[config.mk]
export PLATFORM = sky130hd
export DESIGN_NAME = exc_ctrl
export DESIGN_NICKNAME = d
export VERILOG_FILES = /design/src/rtl/exc_ctrl.sv
export SDC_FILE = /design/constraint.sdc
export NUM_CORES = 1
export LEC_CHECK = 0
export ABC_CLOCK_PERIOD_IN_PS = 2100
export BUFFER_PORTS_ARGS = -buffer_cell sky130_fd_sc_hd__buf_2
export CELL_PAD_IN_SITES_DETAIL_PLACEMENT = 1
export CELL_PAD_IN_SITES_GLOBAL_PLACEMENT = 2
export CORE_MARGIN = 10
export CORE_UTILIZATION = 28
export CTS_BUF_LIST = sky130_fd_sc_hd__clkbuf_8
export DETAILED_ROUTE_END_ITERATION = 12
export PLACE_DENSITY = 0.82
export SLEW_MARGIN = 20
export SYNTH_ARGS = -nofsm -noshare
export SYNTH_HDL_FRONTEND = slang
export SYNTH_SLANG_ARGS = --single-unit
[constraint.sdc]
create_clock -name clk -period 2.1 [get_ports clk]
set_input_delay 0 -clock clk [delete_from_list [all_inputs] [get_ports clk]]
set_output_delay 0 -clock clk [all_outputs]
set_load 0.02 [all_outputs]
[src/rtl/exc_ctrl.sv]
// Exception controller at the MEM/WB boundary: selects the winning exception of the
// committing instruction, reports it to cp0 for one cycle, then flushes and redirects fetch.
module exc_ctrl #(
    parameter logic [31:0] VEC_BEV1 = 32'hBFC00380,
    parameter logic [31:0] VEC_BEV0 = 32'h80000180
) (
    input  logic        clk,
    input  logic        rst_n,
    input  logic        mem_valid_i,
    input  logic        mem_stall_i,
    input  logic [31:0] mem_pc_i,
    input  logic        mem_inslot_i,
    input  logic [7:0]  mem_exc_i,
    input  logic [31:0] mem_baddr_i,
    input  logic        exc_intr_i,
    input  logic [31:0] status_i,
    input  logic [31:0] epc_i,
    input  logic        redirect_ready_i,
    output logic        cp0_exc_flag_o,
    output logic [4:0]  cp0_exc_type_o,
    output logic [31:0] cp0_pc_o,
    output logic [31:0] cp0_baddr_o,
    output logic        cp0_inslot_o,
    output logic        flush_o,
    output logic        redirect_valid_o,
    output logic [31:0] redirect_pc_o
);

    localparam logic [4:0] EXCT_INTR = 5'h00;
    localparam logic [4:0] EXCT_ADEL = 5'h04;
    localparam logic [4:0] EXCT_ADES = 5'h05;
    localparam logic [4:0] EXCT_SYS  = 5'h08;
    localparam logic [4:0] EXCT_BP   = 5'h09;
    localparam logic [4:0] EXCT_RI   = 5'h0a;
    localparam logic [4:0] EXCT_OV   = 5'h0c;
    localparam logic [4:0] EXCT_ERET = 5'h0e;

    typedef enum logic [1:0] {
        S_IDLE   = 2'd0,
        S_REPORT = 2'd1,
        S_WAIT   = 2'd2
    } state_t;

    typedef enum logic [1:0] {
        BADDR_ZERO = 2'd0,
        BADDR_PC   = 2'd1,
        BADDR_DATA = 2'd2
    } baddr_sel_t;

    state_t      state_q;
    state_t      state_next;
    logic        commit;
    logic        take;
    logic [4:0]  sel_type;
    baddr_sel_t  sel_baddr;
    logic        sel_eret;
    logic [31:0] sel_baddr_val;
    logic [31:0] sel_rpc;

    logic        flag_q;
    logic        busy_q;
    logic [4:0]  type_q;
    logic [31:0] pc_q;
    logic [31:0] baddr_q;
    logic        inslot_q;
    logic [31:0] rpc_q;

    // Only BEV is consumed from Status; the remaining bits are intentionally ignored.
    logic unused_status;
    assign unused_status = ^{status_i[31:23], status_i[21:0]};

    assign commit = mem_valid_i && !mem_stall_i && (state_q == S_IDLE);
    assign take   = commit && (exc_intr_i || (|mem_exc_i));

    // NOTE: every always_comb output gets a default first, so no path leaves it unassigned (no latch).
    always_comb begin
        sel_type  = EXCT_INTR;
        sel_baddr = BADDR_ZERO;
        sel_eret  = 1'b0;
        if (exc_intr_i) begin
            sel_type = EXCT_INTR;
        end else if (mem_exc_i[0]) begin
            sel_type  = EXCT_ADEL;
            sel_baddr = BADDR_PC;
        end else if (mem_exc_i[1]) begin
            sel_type = EXCT_RI;
        end else if (mem_exc_i[2]) begin
            sel_type = EXCT_OV;
        end else if (mem_exc_i[3]) begin
            sel_type = EXCT_SYS;
        end else if (mem_exc_i[4]) begin
            sel_type = EXCT_BP;
        end else if (mem_exc_i[5]) begin
            sel_type = EXCT_ERET;
            sel_eret = 1'b1;
        end else if (mem_exc_i[6]) begin
            sel_type  = EXCT_ADEL;
            sel_baddr = BADDR_DATA;
        end else if (mem_exc_i[7]) begin
            sel_type  = EXCT_ADES;
            sel_baddr = BADDR_DATA;
        end
    end

    always_comb begin
        sel_baddr_val = 32'h0;
        case (sel_baddr)
            BADDR_PC:   sel_baddr_val = mem_pc_i;
            BADDR_DATA: sel_baddr_val = mem_baddr_i;
            default:    sel_baddr_val = 32'h0;
        endcase
    end

    always_comb begin
        sel_rpc = status_i[22] ? VEC_BEV1 : VEC_BEV0;
        if (sel_eret) begin
            sel_rpc = epc_i;
        end
    end

    always_comb begin
        state_next = state_q;
        case (state_q)
            S_IDLE:   if (take) state_next = S_REPORT;
            S_REPORT: state_next = redirect_ready_i ? S_IDLE : S_WAIT;
            S_WAIT:   if (redirect_ready_i) state_next = S_IDLE;
            default:  state_next = S_IDLE;
        endcase
    end

    // Outputs are registered from the next state so nothing combinational reaches a port.
    // NOTE: sequential state uses non-blocking assignments so all flops update together at the edge.
    always_ff @(posedge clk or negedge rst_n) begin
        if (!rst_n) begin
            state_q  <= S_IDLE;
            flag_q   <= 1'b0;
            busy_q   <= 1'b0;
            type_q   <= 5'h0;
            pc_q     <= 32'h0;
            baddr_q  <= 32'h0;
            inslot_q <= 1'b0;
            rpc_q    <= 32'h0;
        end else begin
            state_q <= state_next;
            flag_q  <= (state_next == S_REPORT);
            busy_q  <= (state_next != S_IDLE);
            if (take) begin
                type_q   <= sel_type;
                pc_q     <= mem_pc_i;
                baddr_q  <= sel_baddr_val;
                inslot_q <= mem_inslot_i;
                rpc_q    <= sel_rpc;
            end
        end
    end

    assign cp0_exc_flag_o   = flag_q;
    assign cp0_exc_type_o   = type_q;
    assign cp0_pc_o         = pc_q;
    assign cp0_baddr_o      = baddr_q;
    assign cp0_inslot_o     = inslot_q;
    assign flush_o          = busy_q;
    assign redirect_valid_o = busy_q;
    assign redirect_pc_o    = rpc_q;

endmodule

==> flow_metrics.tcl, run 1 <==
set metrics [dict create \
    cts_sinks 105 \
    grt.overflow.total 0 \
    portBuffers 215 \
    cts_buffers 9 \
    crit_type "in -> reg" \
    ir_worst_vdd_v 0.0003115 \
    die_x_um 149.7 \
    hold_viol 0 \
    drt-initial-drc-count 91 \
    yosysUniqueCellTypes 26 \
    cp_top_family "simple AND/OR/NAND/NOR gates" \
    drt_first_pass_iters 4 \
    via_count 4204 \
    outcome "completed" \
    synth.avg_cell_area_um2 12.07 \
    grt_usage_pct 15.57 \
    cts.clk_slew.worst_paths_ps 100 \
    clk_latency_ps 370 \
    antenna_found_initial 2 \
    route.antenna.remaining_nets 0 \
    maxCapViolCount 0 \
    yosysTopAreaCell "dfrtp_1" \
    synth_top_cell_area_share_pct 55.82 \
    rsz0062_at_grt "false" \
    synth_common_cells "dfrtp_1, mux2_2, inv_1, nor2_1, a22oi_1" \
    drc_errors 0 \
    pin_count 248 \
    cp-end-kind "register" \
    drive_above_1_share_pct 42.57 \
    worstPathCellList "buf_2 -> or4_1 -> nand3b_4 -> or2_2 -> ha_1 -> buf_12 -> a22oi_1 -> nor2_1 -> mux2_1" \
    synthTopCellsByArea "dfrtp_1, mux2_2, mux2i_1" \
    gp_congestion 0.8043 \
    grt_max_degree 52 \
    power_leakage_uw 0.003787 \
    cts_setup_buffers 0 \
    place_hpwl_um 12210 \
    slew_viol_final 0 \
    finalSetupViolations 0 \
    crit_slowest_cell "or4_1" \
    root_buffer "clkbuf_8" \
    clk_path_buf_depth 2 \
    yosysMostFrequentCell "dfrtp_1" \
    synth_edf_count 0 \
    cp_slowest_stage_delay_ps 560 \
    syn-num-nets 535 \
    fmax_mhz 537.2 \
    rows 47 \
    start_util_pct 28.48 \
    worst_pin_slew_ps 805.7 \
    stdcell_area_um2 7232 \
    fillers 1852 \
    synthFlopType "dfrtp_1" \
    core_area_um2 16520 \
    crit_path_max_fanout 32 \
    place_area_um2 6183 \
    async_reset_ff_share_pct 100.0 \
    worstHoldPathType "in -> reg" \
    routedWlPerCell_um 18.73 \
    period_minus_slack_ps 1861 \
    post-route-period-util_pct 88.64 \
    grt_first_pass_wirelength_um 27510 \
    clock_skew_ps 5.136 \
    fin_hold_ws_ps 28.20 \
    netlist_instances 390 \
    cp.arrival_ps 2120 \
    syn_area_um2 4707 \
    ys_ff_latch 105 \
    syn2layout_area_growth_pct 53.64 \
    crit_required_ps 2360 \
    cts.htree.levels 3 \
    slew_headroom_pct 46.17 \
    drt-total-wl_um 17400 \
    start_kind "primary input" \
    layout.nets 847 \
    seq_area_frac_synth_pct 55.82 \
    synth-warning-count 0 \
    cts_tree "built" \
    powerDensity_nw_per_um2 682.5 \
    vias_per_cell 4.525 \
    die_y_um 149.7 \
    dieArea_um2 22400 \
    path_buf_inv 2 \
    grt_pass1_vias 4911 \
]
[cells in the final DEF (no fill, tap or decap), drive strengths merged, types with 2 or more instances in the layout]
cell type	n
diode	2
mux2i	31
nor2	36
buf	239
a22oi	32
clkbuf	10
nor3	2
inv	37
nand2	20
a21oi	12
dlygate4sd3	87
o21ai	3
nand2b	4
dfrtp	105
ha	2
clkinv	4
mux2	70
or4	2
nor4b	3
[worst reg2reg max path: stages, from the launching register on]
cell	delay (ps)
dfrtp_1	410
nor4b_1	320
buf_4	170
o31ai_4	80
buf_4	170
buf_12	150
mux2_1	330
[layout make-up]
cell class / count / area, um2 / share of cell area (%)
diodes: 2 / 5.005 / 0.06920
clock buffers: 10 / 137.6 / 1.903
clock inverters: 6 / 35.03 / 0.4844
inverters: 36 / 135.1 / 1.869
multi-input cells: 224 / 1799 / 24.88
flip-flops and latches: 105 / 2628 / 36.33
well taps: 220 / 275.3 / 3.806
repair buffers: 326 / 2217 / 30.66
[metrics by stage]
stage	TNS, ps	setup slack [ps]	cells	util [%]	power, uW
after floorplan	0	90.50	390	-	3081
after global routing	0	177.5	929	43.76	5220
after CTS	0	289.5	927	43.73	5013
after detailed placement	-6081	-138.7	824	37.42	3673
final	0	238.6	929	43.76	4936
after global placement	-1032	-43.73	824	37.42	3626
[final timing paths]
kind	start	to	slack [ps]	depth (start not counted)
min in group asynchronous	rst_n	cp0_baddr_o[7]	110	2
setup / recovery	mem_exc_i[5]	cp0_baddr_o[0]	240	9
hold reg to reg	cp0_baddr_o[2]	cp0_baddr_o[2]	500	1
max in group asynchronous	rst_n	redirect_pc_o[24]	1260	3
hold / removal	mem_exc_i[1]	cp0_exc_type_o[1]	30	3
setup reg to reg	state_q[0]	cp0_baddr_o[12]	350	6
[power by group]
| part | internal (uW) | leakage [uW] | total (uW) | switching [uW] |
|---|---|---|---|---|
| logic | 607 | 0.00235 | 1370 | 764 |
| registers | 2260 | 0.00135 | 2380 | 126 |
| clock network | 457 | 0.0000932 | 1180 | 723 |
[sequential cells by signal, indices dropped and copies added, names as in the netlist]
name / flops
cp0_baddr_o: 32
cp0_exc_flag_o: 1
cp0_exc_type_o: 4
cp0_inslot_o: 1
cp0_pc_o: 32
flush_o: 1
redirect_pc_o: 32
state_q: 2
[layer usage]
| layer | vias up | part of all wire, % | GRT usage, % | wire, um |
|---|---|---|---|---|
| met5 | - | 0 | 0 | 0 |
| met4 | 0 | 1.2 | 4.810 | 206 |
| met3 | 14 | 7.6 | 5.435 | 1317 |
| met2 | 141 | 52 | 27.28 | 9006 |
| met1 | 2101 | 39 | 17.35 | 6867 |
| li1 | 1948 | - | - | - |
[cell families (layout without fill, tap and decap cells)]
family | after synthesis | after routing | share of synthesized area [%]
DFF | 105 | 105 | 55.82
muxes | 101 | 101 | 23.34
and+or+nand+nor | 70 | 70 | 6.778
buffers and inverters | 61 | 378 | 5.954
AOI/OAI and AO/OA | 49 | 49 | 7.310
adders and majority gates | 2 | 2 | 0.5315
other | 1 | 3 | 0.07967
xor gates and xnor gates | 1 | 1 | 0.1861
[timing repair]
action                    CTS  global route
hold endpoints to repair  193             0
resized for setup           0             0
hold buffers               87             0
Power figures use the tool's default switching activity.
==> run 2, diff against run 1 <==
--- a/config.mk
+++ b/config.mk
@@ -13,6 +13,7 @@
 export CORE_UTILIZATION = 28
 export CTS_BUF_LIST = sky130_fd_sc_hd__clkbuf_8
 export DETAILED_ROUTE_END_ITERATION = 12
+export HOLD_SLACK_MARGIN = 0.06
 export PLACE_DENSITY = 0.82
 export SLEW_MARGIN = 20
 export SYNTH_ARGS = -nofsm -noshare
==> flow_metrics.tcl, run 2 (synthesis results as in run 1) <==
set metrics [dict create \
    maxCapViolCount 0 \
    clock_skew_ps 10.87 \
    tns_ps 0 \
    cts.htree.levels 3 \
    cts_tree "built" \
    power_leakage_uw 0.003843 \
    multiInputGateArea_um2 1799 \
    cts_sinks 105 \
    path_buf_inv 4 \
    final_common_cell "buf_2" \
    endpoint "cp0_baddr_o[20]" \
    portBuffers 215 \
    powerDensity_nw_per_um2 673.8 \
    crit_type "in -> reg" \
    r2r-start "state_q[0]" \
    routedWlPerCell_um 18.86 \
    cp-end-kind "register" \
    rr_worst_depth 6 \
    crit_path_max_fanout 32 \
    rsz0062_at_grt "false" \
    drive_above_1_share_pct 41.75 \
    outcome "completed" \
    route.antenna.remaining_nets 0 \
    final_util_pct 44.60 \
    via_count 4238 \
    cts_buffers 9 \
    drt-initial-drc-count 101 \
    worstHoldPathType "in -> async" \
    die_x_um 149.7 \
    crit_cells 10 \
    crit_slowest_cell "dlygate4sd3_1" \
    drc_errors 0 \
    reg2reg_slack_ps 340 \
    cp_top_family "buffers and inverters" \
    post-route-period-util_pct 90.69 \
    cp.arrival_ps 2150 \
    drt-total-wl_um 17770 \
    grt.overflow.total 0 \
    final-seq-area_um2 2628 \
    antenna_found_initial 1 \
    fillers 1837 \
    syn2layout_area_growth_pct 56.57 \
    fmax_mhz 525.1 \
    core_area_um2 16520 \
    crit_required_ps 2350 \
    grt_usage_pct 15.93 \
    gp_congestion 0.8043 \
    layout_common_cells "buf_2, dfrtp_1, dlygate4sd3_1, mux2_2, inv_1" \
    rows 47 \
    finalSetupViolations 0 \
    drt_first_pass_iters 4 \
    worst_pin_slew_ps 795.0 \
    fin_hold_ws_ps 99.03 \
    clk_latency_ps 370 \
    worstReg2RegEnd "cp0_baddr_o[15]" \
    start_util_pct 28.48 \
    cts.clk_slew.worst_paths_ps 110 \
    period_minus_slack_ps 1905 \
    layout.nets 861 \
    grt_max_degree 52 \
    root_buffer "clkbuf_8" \
    grt_first_pass_wirelength_um 28110 \
    crit_path_start "mem_exc_i[1]" \
    hold_viol 0 \
    grt_pass1_vias 5004 \
    start_kind "primary input" \
    dieArea_um2 22400 \
    finalPower_uw 4965 \
    place_hpwl_um 12210 \
    clk_path_buf_depth 2 \
    worstPathCellList "dlygate4sd3_1 -> buf_2 -> inv_1 -> nand3b_4 -> or2_2 -> ha_1 -> buf_12 -> a22oi_1 -> nor2_1 -> mux2_1" \
    slew_headroom_pct 46.89 \
    slew_viol_final 0 \
    vias_per_cell 4.499 \
    cp_slowest_stage_delay_ps 560 \
    ir_worst_vdd_v 0.0003357 \
    pin_count 248 \
    die_y_um 149.7 \
]
-- run 2: final cells by class --
class,count,share of cell area [%]
sequential,105,35.65
tap,220,3.735
multi-input combinational,224,24.41
inverter,36,1.834
clock inverter,6,0.4754
clock buffer,10,1.868
antenna,1,0.03396
timing repair buffer,340,31.99
-- run 2: repair_timing --
| action | CTS | global route |
|---|---|---|
| endpoints found under the hold margin | 205 | 0 |
| hold buffers | 101 | 0 |
| gates resized for setup | 0 | 0 |
| buffers inserted | 0 | 0 |
-- run 2: where the power goes --
group	switching (uW)	internal, uW	leakage (uW)
Clock	726	457	0.0000932
Combinational	772	624	0.00240
Sequential	128	2260	0.00135
-- run 2: worst register-to-register path, stage by stage (launching register included) --
cell     delay (ps)
dfrtp_1         410
nor4b_1         320
buf_4           180
o31ai_4          80
buf_4           170
buf_12          160
mux2_1          330
-- run 2: worst min-delay path by stage --
stage | endpoint | slack (ps) | cells past startpoint | startpoint
2_1_floorplan | cp0_baddr_o[0] | -300 | 0 | rst_n
3_3_place_gp | cp0_baddr_o[10] | -60 | 1 | rst_n
3_5_place_dp | cp0_baddr_o[10] | -50 | 1 | rst_n
4_1_cts | cp0_exc_type_o[3] | 70 | 4 | exc_intr_i
5_1_grt | cp0_pc_o[4] | 110 | 2 | rst_n
6_report | cp0_baddr_o[7] | 100 | 2 | rst_n
-- run 2: per-stage QoR --
step	instance area (um2)	setup slack, ps	cells
floorplan	4707	90.50	390
global placement	6183	-43.73	824
detailed placement	6183	-138.7	824
CTS	7367	199.5	941
global route	7370	101.1	942
finish	7370	195.5	942
-- run 2: routing by layer --
metal / up-vias / share of wire, % / GRT usage, %
met5: - / 0 / 0
met4: 0 / 1.3 / 4.422
met3: 14 / 7.4 / 5.344
met2: 144 / 53 / 28.72
met1: 2103 / 39 / 17.39
li1: 1977 / - / -
